**src/rtl/vga_timing_pkg.sv**
```systemverilog
// Shared 640x480@60 VGA timing constants and coordinate types.
// Used by vga_sync_gen and by the character generator for display bounds.
package vga_timing_pkg;

  localparam int unsigned COORD_W = 10;

  localparam int unsigned DEF_CLK_DIV   = 4;
  localparam int unsigned DEF_H_DISPLAY = 640;
  localparam int unsigned DEF_H_FP      = 16;
  localparam int unsigned DEF_H_SYNC    = 96;
  localparam int unsigned DEF_H_BP      = 48;
  localparam int unsigned DEF_V_DISPLAY = 480;
  localparam int unsigned DEF_V_FP      = 10;
  localparam int unsigned DEF_V_SYNC    = 2;
  localparam int unsigned DEF_V_BP      = 33;

  localparam int unsigned DEF_H_TOTAL = DEF_H_DISPLAY + DEF_H_FP + DEF_H_SYNC + DEF_H_BP;
  localparam int unsigned DEF_V_TOTAL = DEF_V_DISPLAY + DEF_V_FP + DEF_V_SYNC + DEF_V_BP;

  localparam int unsigned DEF_H_SYNC_START = DEF_H_DISPLAY + DEF_H_FP;
  localparam int unsigned DEF_H_SYNC_END   = DEF_H_SYNC_START + DEF_H_SYNC - 1;
  localparam int unsigned DEF_V_SYNC_START = DEF_V_DISPLAY + DEF_V_FP;
  localparam int unsigned DEF_V_SYNC_END   = DEF_V_SYNC_START + DEF_V_SYNC - 1;

  typedef logic [COORD_W-1:0] coord_t;

  typedef struct packed {
    logic hsync;
    logic vsync;
    logic video_on;
  } sync_t;

endpackage

```
**src/rtl/pixel_tick_gen.sv**
```systemverilog
// Divides clk by CLK_DIV; tick_c is the combinational wrap strobe and
// p_tick_o its registered one-clk pulse.
module pixel_tick_gen
  import vga_timing_pkg::*;
#(
  parameter int unsigned CLK_DIV = DEF_CLK_DIV
) (
  input  logic clk,
  input  logic reset,
  output logic tick_c,
  output logic p_tick_o
);

  localparam int unsigned DIV_W = (CLK_DIV > 1) ? $clog2(CLK_DIV) : 1;

  logic [DIV_W-1:0] div_cnt_q, div_cnt_d;
  logic             p_tick_q;

  always_comb begin
    tick_c    = (div_cnt_q == DIV_W'(CLK_DIV - 1));
    div_cnt_d = tick_c ? '0 : div_cnt_q + DIV_W'(1);
  end

  always_ff @(posedge clk) begin
    if (reset) begin
      div_cnt_q <= '0;
      p_tick_q  <= 1'b0;
    end else begin
      div_cnt_q <= div_cnt_d;
      p_tick_q  <= tick_c;
    end
  end

  assign p_tick_o = p_tick_q;

endmodule

```
**src/rtl/vga_sync_gen.sv**
```systemverilog
// VGA scan counters and sync/blank decode driven by pixel_tick_gen.
// Optional VGA_FRAME_TICK_EN adds a frame_tick pulse on the (0,0) wrap.
module vga_sync_gen
  import vga_timing_pkg::*;
#(
  parameter int unsigned CLK_DIV   = DEF_CLK_DIV,
  parameter int unsigned H_DISPLAY = DEF_H_DISPLAY,
  parameter int unsigned H_FP      = DEF_H_FP,
  parameter int unsigned H_SYNC    = DEF_H_SYNC,
  parameter int unsigned H_BP      = DEF_H_BP,
  parameter int unsigned V_DISPLAY = DEF_V_DISPLAY,
  parameter int unsigned V_FP      = DEF_V_FP,
  parameter int unsigned V_SYNC    = DEF_V_SYNC,
  parameter int unsigned V_BP      = DEF_V_BP
) (
  input  logic               clk,
  input  logic               reset,
  output logic               p_tick,
  output logic [COORD_W-1:0] pixel_x,
  output logic [COORD_W-1:0] pixel_y,
  output logic               hsync,
  output logic               vsync,
  output logic               video_on
`ifdef VGA_FRAME_TICK_EN
  ,
  output logic               frame_tick
`endif
);

  localparam int unsigned H_TOTAL = H_DISPLAY + H_FP + H_SYNC + H_BP;
  localparam int unsigned V_TOTAL = V_DISPLAY + V_FP + V_SYNC + V_BP;

  localparam coord_t H_MAX    = COORD_W'(H_TOTAL - 1);
  localparam coord_t V_MAX    = COORD_W'(V_TOTAL - 1);
  localparam coord_t H_VIS    = COORD_W'(H_DISPLAY);
  localparam coord_t V_VIS    = COORD_W'(V_DISPLAY);
  localparam coord_t HS_START = COORD_W'(H_DISPLAY + H_FP);
  localparam coord_t HS_END   = COORD_W'(H_DISPLAY + H_FP + H_SYNC - 1);
  localparam coord_t VS_START = COORD_W'(V_DISPLAY + V_FP);
  localparam coord_t VS_END   = COORD_W'(V_DISPLAY + V_FP + V_SYNC - 1);

  logic   tick;
  logic   h_end, v_end;
  coord_t x_q, x_d, y_q, y_d;
  sync_t  sync_q, sync_d;

  pixel_tick_gen #(.CLK_DIV(CLK_DIV)) u_tick (
    .clk      (clk),
    .reset    (reset),
    .tick_c   (tick),
    .p_tick_o (p_tick)
  );

  // Decode from next-state counters so sync lines up with pixel_x/pixel_y.
  always_comb begin
    h_end = (x_q == H_MAX);
    v_end = (y_q == V_MAX);
    x_d   = x_q;
    y_d   = y_q;
    if (tick) begin
      x_d = h_end ? '0 : x_q + COORD_W'(1);
      if (h_end) begin
        y_d = v_end ? '0 : y_q + COORD_W'(1);
      end
    end
    sync_d.hsync    = !((x_d >= HS_START) && (x_d <= HS_END));
    sync_d.vsync    = !((y_d >= VS_START) && (y_d <= VS_END));
    sync_d.video_on = (x_d < H_VIS) && (y_d < V_VIS);
  end

  always_ff @(posedge clk) begin
    if (reset) begin
      x_q    <= '0;
      y_q    <= '0;
      sync_q <= '{hsync: 1'b1, vsync: 1'b1, video_on: 1'b1};
    end else begin
      x_q    <= x_d;
      y_q    <= y_d;
      sync_q <= sync_d;
    end
  end

  assign pixel_x  = x_q;
  assign pixel_y  = y_q;
  assign hsync    = sync_q.hsync;
  assign vsync    = sync_q.vsync;
  assign video_on = sync_q.video_on;

`ifdef VGA_FRAME_TICK_EN
  logic frame_tick_q, frame_tick_d;

  always_comb begin
    frame_tick_d = tick && h_end && v_end;
  end

  always_ff @(posedge clk) begin
    if (reset) begin
      frame_tick_q <= 1'b0;
    end else begin
      frame_tick_q <= frame_tick_d;
    end
  end

  assign frame_tick = frame_tick_q;
`endif

endmodule

```
**config.mk**
```make
export PLATFORM = sky130hd
export DESIGN_NAME = vga_sync_gen
export DESIGN_NICKNAME = d
export VERILOG_FILES = /design/src/rtl/vga_timing_pkg.sv /design/src/rtl/pixel_tick_gen.sv /design/src/rtl/vga_sync_gen.sv
export SDC_FILE = /design/constraint.sdc
export NUM_CORES = 1
export LEC_CHECK = 0
export CAP_MARGIN = 20
export CORE_MARGIN = 2
export CORE_UTILIZATION = 44
export DETAILED_ROUTE_END_ITERATION = 10
export GPL_TIMING_DRIVEN = 0
export PLACE_DENSITY = 0.79
export SLEW_MARGIN = 20
export SYNTH_ARGS = -nofsm -noshare
export SYNTH_HDL_FRONTEND = slang
export SYNTH_SLANG_ARGS = --single-unit
```
**constraint.sdc**
```tcl
create_clock -name clk -period 3.8 [get_ports clk]
set_input_delay 0.76 -clock clk [delete_from_list [all_inputs] [get_ports clk]]
set_output_delay 0.76 -clock clk [all_outputs]
set_load 0.005 [all_outputs]
```
==> results.json, run 1 <==
{
  "layout-drive-gt1-share_pct": 9.18,
  "drt-vias-per-instance": 5.87,
  "area_growth_pct": 24.8,
  "min_path_type": "reg -> reg",
  "initial_core_util_pct": 47.0,
  "tightestPinTransition_ps": 589,
  "syn_inst": 167,
  "crit_path_top_delay_cell": "clkdlybuf4s50_1",
  "overflow": 0,
  "yosys_warnings": 0,
  "grt_pass1_vias": 1379,
  "max_freq_mhz": 464,
  "slew_violations": 0,
  "post_cts_resized": 0,
  "first_pass_iters": 4,
  "clk_pin_slew_ps": 150,
  "die_h_microns": 61.3,
  "fill_cells": 287,
  "pwr-share-comb_pct": 3.9,
  "required_ps": 3040,
  "tns_ps": 0,
  "hold_buffers": 0,
  "synth_top_cell_by_area": "dfxtp_1",
  "syn-cell-area_sq_um": 1450,
  "grtUsageTotal_pct": 21.5,
  "ioPinCount": 26,
  "worstSkewPairLatency_ps": 320,
  "ys_seq_area_share_pct": 36.0,
  "num_rows": 20,
  "cts.path.max_buffers": 2,
  "irDropWorstVdd_v": 0.000238,
  "p_leak_nw": 0.572,
  "cts_setup_buffers": 0,
  "power.density_nw_per_um2": 271,
  "antenna_cells": 0,
  "period_needed_ps": 2160,
  "synth_ff_type": "dfxtp_1",
  "slowest_delay_ps": 570,
  "switching_share_pct": 20.0,
  "grt_max_degree": 16,
  "maxCapViolations": 0,
  "htree_levels": 1,
  "min_period_over_period_pct": 56.7,
  "path_cells": "clkdlybuf4s50_1",
  "status": "finished, final reports clean",
  "port_buffers": 25,
  "vias": 1409,
  "intPower_mw": 0.392,
  "drt-initial-drc-count": 65,
  "synth_top_cell_area_share_pct": 36.0,
  "syn_avg_cell_area_sq_um": 8.65,
  "startpoint_type": "flop",
  "core_area_sq_um": 3080,
  "slew_headroom_pct": 60.5,
  "p_clk_share_pct": 39.1,
  "numCtsBuffers": 3,
  "wire_per_inst_microns": 14.8,
  "synth_area_leaders": "dfxtp_1, nand2_1, nor2_1",
  "fp.dieArea_sq_um": 3760,
  "synth_cell_types": 49,
  "critPathTopFamily": "buffers and inverters",
  "arrival_ps": 1400,
  "critPathCaptureType": "output pin",
  "gp_congestion": 0.912,
  "cts_root_buf": "clkbuf_4",
  "rsz0062_at_grt": "false",
  "grt_antenna_before_repair": 0,
  "final_nets": 203,
  "worstPathMaxFanout": 8,
  "grt_pass1_wl_mm": 6.11,
  "syn_nets": 173,
  "fin_skew_ps": 3.15,
  "cts_sinks": 26,
  "fin_util_pct": 58.6,
  "hpwl_mm": 2.47,
  "ant_nets": 0,
  "chipWidth_microns": 61.3,
  "setup_viol": 0,
  "hold_viol": 0,
  "path_buf_inv": 1,
  "seqCellArea_sq_um": 520,
  "power_frac_seq_pct": 57.0,
  "cts_tree": "yes",
  "async_flop_share_pct": 0,
  "wirelength_mm": 3.56,
  "drc_errors": 0,
  "switching_power_mw": 0.0979,
  "ys_ff_latch": 26,
  "synth_edf_count": 0,
  "crit_type": "reg -> out",
  "multi_input_area_sq_um": 857
}
-- registers in the layout, summed over array words and instances (netlist names) --
signal	count
u_tick.div_cnt_q	2
video_on	1
u_tick.p_tick_o	1
pixel_x	10
vsync	1
hsync	1
pixel_y	10
-- cells in the final DEF (no fill, tap or decap), drive strengths merged, types with 2 or more instances in the layout --
cell           instances
a211oi                 3
a21oi                  9
a22oi                  2
and3                   2
and4                   3
buf                    4
clkbuf                 9
clkdlybuf4s50         25
dfxtp                 26
ha                     4
inv                    5
nand2                 16
nand3                  6
nand3b                 3
nand4                  7
nand4b                 2
nor2                  14
nor2b                  2
nor3                   6
nor4                   4
o2111ai                2
o21ai                 10
o31ai                  2
or3                    2
or4                    4
xnor2                  6
xor2                   3
-- final timing paths --
kind                                     startpoint             endpoint  slack [ps]  cells past startpoint
worst max-delay path                     pixel_x[6]           pixel_x[6]        1640                      1
worst min-delay path            u_tick.div_cnt_q[0]  u_tick.div_cnt_q[0]         440                      1
worst max register to register  u_tick.div_cnt_q[0]             video_on        1700                      6
worst min register to register  u_tick.div_cnt_q[0]  u_tick.div_cnt_q[0]         440                      1
-- Yosys cell counts (4+ instances only) --
library cell / number
dfxtp_1: 26
nand2_1: 16
nor2_1: 14
a21oi_1: 8
o21ai_0: 7
clkbuf_1: 6
nand3_1: 6
nor3_1: 6
xnor2_1: 6
inv_1: 5
nand4_1: 5
ha_1: 4
-- per-layer routing --
metal | vias to the layer above | GRT usage [%] | share of wire, % | wire length (microns)
met5 | - | 0 | 0 | 0
met4 | 0 | 8.70 | 1.5 | 53
met3 | 8 | 3.15 | 3.5 | 126
met2 | 50 | 35.4 | 48 | 1720
met1 | 664 | 28.1 | 47 | 1660
li1 | 687 | - | - | -
-- area by class of cell --
class	instances	share of cell area, %
multi-input cells	126	47.5
flip-flops and latches	26	28.9
repair buffers	25	13.9
well taps	44	3.05
plain buffers	10	2.71
clock inverters	1	1.67
clock buffers	3	1.25
inverters	5	1.04
-- cells by family after synthesis --
group	share of synthesized area (%)
multiplexers	0.779
XOR/XNOR	5.45
buffers and inverters	4.67
flip-flops	36.0
AO/OA/AOI/OAI	17.9
AND/OR/NAND/NOR	31.7
adder cells (fa/ha/maj)	3.46
-- power groups by stage --
stage | Sequential [mW] | Combinational, mW | Clock, mW
finish | 0.279 | 0.0193 | 0.191
global route | 0.280 | 0.0215 | 0.206
CTS | 0.279 | 0.0195 | 0.197
detailed placement | 0.285 | 0.0194 | 0
global placement | 0.285 | 0.0191 | 0
floorplan | 0.285 | 0.0114 | 0
-- stage by stage --
step | instance area [sq um] | setup slack [ps] | hold WS [ps] | total power, mW | cells
2_1_floorplan | 1450 | 1910 | 404 | 0.296 | 167
3_3_place_gp | 1750 | 1640 | 414 | 0.304 | 236
3_5_place_dp | 1750 | 1640 | 425 | 0.304 | 236
4_1_cts | 1800 | 1640 | 445 | 0.496 | 240
5_1_grt | 1800 | 1550 | 466 | 0.508 | 240
6_report | 1800 | 1640 | 445 | 0.489 | 240
(Power assumes the default switching activity.)
==> run 2, diff against run 1 <==
clock period = 2.2 ns   (was 3.8 ns; I/O delays follow)
==> results.json, run 2 (synthesis gave the netlist of run 1 again) <==
{
  "status": "finished, final reports clean",
  "cts.path.max_buffers": 2,
  "clk_pin_slew_ps": 150,
  "ant_nets": 0,
  "antenna_cells": 0,
  "gp_congestion": 0.912,
  "layout-drive-gt1-share_pct": 10.8,
  "overflow": 0,
  "area_growth_pct": 24.8,
  "drt-initial-drc-count": 73,
  "grt_pass1_wl_mm": 6.11,
  "max_freq_mhz": 480,
  "irDropWorstVdd_v": 0.000405,
  "vias": 1379,
  "num_rows": 20,
  "wirelength_mm": 3.55,
  "fill_cells": 284,
  "setup_ws_ps": 115,
  "period_needed_ps": 2080,
  "first_pass_iters": 4,
  "final_cell_mix": "clkdlybuf4s50_1, dfxtp_1, nand2_1",
  "wire_per_inst_microns": 14.8,
  "post_cts_resized": 0,
  "grt_antenna_before_repair": 0,
  "hold_buffers": 0,
  "pre_cts_slack_ps": 141,
  "port_buffers": 25,
  "seqCellArea_sq_um": 523,
  "slew_headroom_pct": 60.3,
  "grt_pass1_vias": 1379,
  "numCtsBuffers": 3,
  "grt_max_degree": 16,
  "multi_input_area_sq_um": 858,
  "critPathCaptureType": "flop",
  "setup_viol": 0,
  "grtUsageTotal_pct": 21.5,
  "startpoint_type": "flop",
  "chipWidth_microns": 61.3,
  "core_area_sq_um": 3080,
  "die_h_microns": 61.3,
  "ioPinCount": 26,
  "worstPathMaxFanout": 5,
  "slew_violations": 0,
  "p_leak_nw": 0.572,
  "required_ps": 2430,
  "min_path_type": "reg -> reg",
  "hold_viol": 0,
  "final_nets": 202,
  "cts_setup_buffers": 0,
  "crit_type": "reg -> reg",
  "cts_tree": "yes",
  "cts_root_buf": "clkbuf_4",
  "cts_sinks": 26,
  "tns_ps": 0,
  "drt-vias-per-instance": 5.77,
  "tightestPinTransition_ps": 591,
  "htree_levels": 1,
  "layout_commonest_cell": "clkdlybuf4s50_1",
  "fin_skew_ps": 3.49,
  "initial_core_util_pct": 47.0,
  "maxCapViolations": 0,
  "drc_errors": 0,
  "rsz0062_at_grt": "false",
  "arrival_ps": 2310,
  "fp.dieArea_sq_um": 3760,
  "hpwl_mm": 2.47,
  "worstSkewPairLatency_ps": 330,
  "power.density_nw_per_um2": 472,
  "min_period_over_period_pct": 94.8
}
## run 2: cell types whose count changed in the layout (fill, tap and decap cells not counted)
| cell | previous run | this run |
|---|---|---|
| dfxtp_1 | 26 | 24 |
| dfxtp_2 | 0 | 2 |
| and4_1 | 3 | 2 |
| and4_2 | 0 | 1 |
| clkbuf_1 | 6 | 5 |
## run 2: per-stage QoR
| stage | hold WS, ps | area, sq um | total power [mW] | util, % | cells |
|---|---|---|---|---|---|
| 6_report | 446 | 1800 | 0.851 | 58.6 | 239 |
| 5_1_grt | 466 | 1800 | 0.877 | 58.6 | 239 |
| 4_1_cts | 445 | 1800 | 0.856 | 58.6 | 240 |
| 3_5_place_dp | 425 | 1750 | 0.526 | 56.9 | 236 |
| 3_3_place_gp | 414 | 1750 | 0.525 | 56.9 | 236 |
| 2_1_floorplan | 404 | 1450 | 0.511 | - | 167 |
## run 2: path summary, 6_finish.rpt
path	slack, ps	to	startpoint	cells past startpoint
min	450	u_tick.div_cnt_q[0]	u_tick.div_cnt_q[0]	1
max	120	video_on	u_tick.div_cnt_q[0]	6
max reg2reg	120	video_on	u_tick.div_cnt_q[0]	6
min reg2reg	450	u_tick.div_cnt_q[0]	u_tick.div_cnt_q[0]	1
## run 2: per-layer routing
metal  global-route usage (%)  routed length, microns  vias to the layer above
met4                     8.70                      43                        0
met3                     3.15                     127                        4
met5                        0                       0                        -
met2                     35.4                    1680                       32
met1                     28.1                    1700                      663
li1                         -                       -                      680
## run 2: area by class of cell
| cell class | count | share of cell area, % |
|---|---|---|
| clock inverter | 1 | 1.67 |
| timing repair buffer | 25 | 13.9 |
| multi-input combinational | 126 | 47.6 |
| buffer | 9 | 2.50 |
| inverter | 5 | 1.04 |
| clock buffer | 3 | 1.25 |
| sequential | 26 | 29.0 |
| tap | 44 | 3.05 |
## run 2: worst max-delay path, stage by stage (launching register included)
cell and delay, ps:
dfxtp_1 370, ha_1 270, nand4_2 230, or4_1 570, a211oi_2 300, o211a_1 200
a211oi_1 50
## run 2: power breakdown
group	internal, mW	total (mW)	switching [mW]
logic	0.0141	0.0334	0.0192
clock network	0.184	0.335	0.151
registers	0.478	0.482	0.00387
==> run 3, diff against run 2 <==
GPL_TIMING_DRIVEN = not set   (was 0)
==> results.json, run 3 (synthesis gave the netlist of run 1 again) <==
{
  "wl_met3_microns": 107,
  "tns_ps": 0,
  "cts_root_buf": "clkbuf_4",
  "wire_per_inst_microns": 13.6,
  "ant_nets": 0,
  "period_needed_ps": 1970,
  "port_buffers": 25,
  "cts_sinks": 26,
  "path_buf_inv": 0,
  "final_cell_mix": "dfxtp_1, clkdlybuf4s50_1, nand2_1",
  "slew_violations": 0,
  "grt_antenna_before_repair": 0,
  "overflow": 0,
  "postPlaceCellArea_sq_um": 1730,
  "intPower_mw": 0.595,
  "min_path_type": "reg -> reg",
  "antenna_cells": 0,
  "max_freq_mhz": 508,
  "core_area_sq_um": 3080,
  "grt_max_degree": 18,
  "startpoint_type": "flop",
  "gp_congestion": 0.881,
  "maxCapViolations": 0,
  "arrival_ps": 2190,
  "crit_path_top_delay_cell": "or4_4",
  "hold_viol": 0,
  "cts_tree": "yes",
  "dp_cells": 230,
  "vias": 1349,
  "fin_skew_ps": 6.53,
  "numCtsBuffers": 3,
  "drc_errors": 0,
  "htree_levels": 1,
  "final_cells": 234,
  "pwr-share-comb_pct": 4.4,
  "final_nets": 197,
  "switching_share_pct": 21.7,
  "p_clk_share_pct": 32.3,
  "slowest_delay_ps": 540,
  "ioPinCount": 26,
  "layout-drive-gt1-share_pct": 9.47,
  "setup_viol": 0,
  "min_period_over_period_pct": 89.5,
  "highest_layer": "met4",
  "critPathTopFamily": "simple AND/OR/NAND/NOR gates",
  "worstSkewPairLatency_ps": 330,
  "num_rows": 20,
  "cts.path.max_buffers": 2,
  "path_cells": "ha_1, and4_1, nand4_4, or4_4, a21oi_4, nand4_1",
  "switching_power_mw": 0.165,
  "first_pass_iters": 4,
  "area_growth_pct": 22.3,
  "postLayoutCellArea_sq_um": 1770,
  "wirelength_mm": 3.17,
  "crit_type": "reg -> reg",
  "wl_met2_mm": 1.48,
  "fp.dieArea_sq_um": 3760,
  "tightestPinTransition_ps": 473,
  "slew_headroom_pct": 68.2,
  "initial_core_util_pct": 47.0,
  "hold_buffers": 0,
  "p_leak_nw": 0.558,
  "drt-vias-per-instance": 5.76,
  "clk_pin_slew_ps": 140,
  "met1_length_mm": 1.55,
  "drt-initial-drc-count": 42,
  "power.density_nw_per_um2": 429,
  "status": "finished, final reports clean",
  "hpwl_mm": 2.31,
  "post_cts_resized": 0,
  "layout_commonest_cell": "dfxtp_1",
  "power_frac_seq_pct": 63.4,
  "grtUsageTotal_pct": 18.9,
  "worstPathMaxFanout": 4,
  "critPathCaptureType": "flop",
  "die_h_microns": 61.3,
  "grt_pass1_vias": 1250,
  "rsz0062_at_grt": "false",
  "grt_pass1_wl_mm": 5.42,
  "cts_setup_buffers": 0,
  "required_ps": 2420,
  "chipWidth_microns": 61.3,
  "irDropWorstVdd_v": 0.000308
}
run 3: cell types whose count changed in the layout (fill, tap and decap cells not counted):
cell / change
clkbuf_1: -5
buf_4: +4
buf_2: -3
dfxtp_1: +2
dfxtp_2: -2
and4_1: +1
and4_2: -1
buf_6: -1
bufinv_16: -1
clkbuf_8: +1
run 3: path summary, 6_finish.rpt:
path	from	endpoint	slack, ps	depth (start not counted)
setup / recovery	pixel_x[1]	vsync	230	6
hold / removal	u_tick.div_cnt_q[0]	u_tick.div_cnt_q[0]	430	1
setup reg to reg	pixel_x[1]	vsync	230	6
hold reg to reg	u_tick.div_cnt_q[0]	u_tick.div_cnt_q[0]	430	1
run 3: power groups by stage:
stage	clock, mW	sequential [mW]	combinational, mW
6_report	0.245	0.481	0.0331
5_1_grt	0.270	0.483	0.0372
4_1_cts	0.254	0.482	0.0335
3_5_place_dp	0	0.492	0.0333
3_3_place_gp	0	0.491	0.0326
2_1_floorplan	0	0.492	0.0196
run 3: cell type report:
| type | instances | area (sq um) |
|---|---|---|
| fill | 296 | 1310 |
| multi-input combinational | 126 | 857 |
| sequential | 26 | 520 |
| timing repair buffer | 29 | 280 |
| tap | 44 | 55.1 |
| clock buffer | 4 | 36.3 |
| inverter | 5 | 18.8 |
run 3: through the flow:
stage                     setup WS (ps)  utilization (%)  power, mW  hold slack [ps]
final                               232             57.4      0.759              435
after global routing               38.9             57.4      0.789              466
after CTS                           217             57.4      0.769              437
after detailed placement            252             56.3      0.525              417
after global placement              302             56.3      0.524              413
after floorplan                     307                -      0.511              404
run 3: per-layer routing:
layer  vias up  global-route usage, %
met5         -                      0
met4         0                   8.39
met3         4                   2.52
met2        30                   29.3
met1       648                   26.1
li1        667                      -
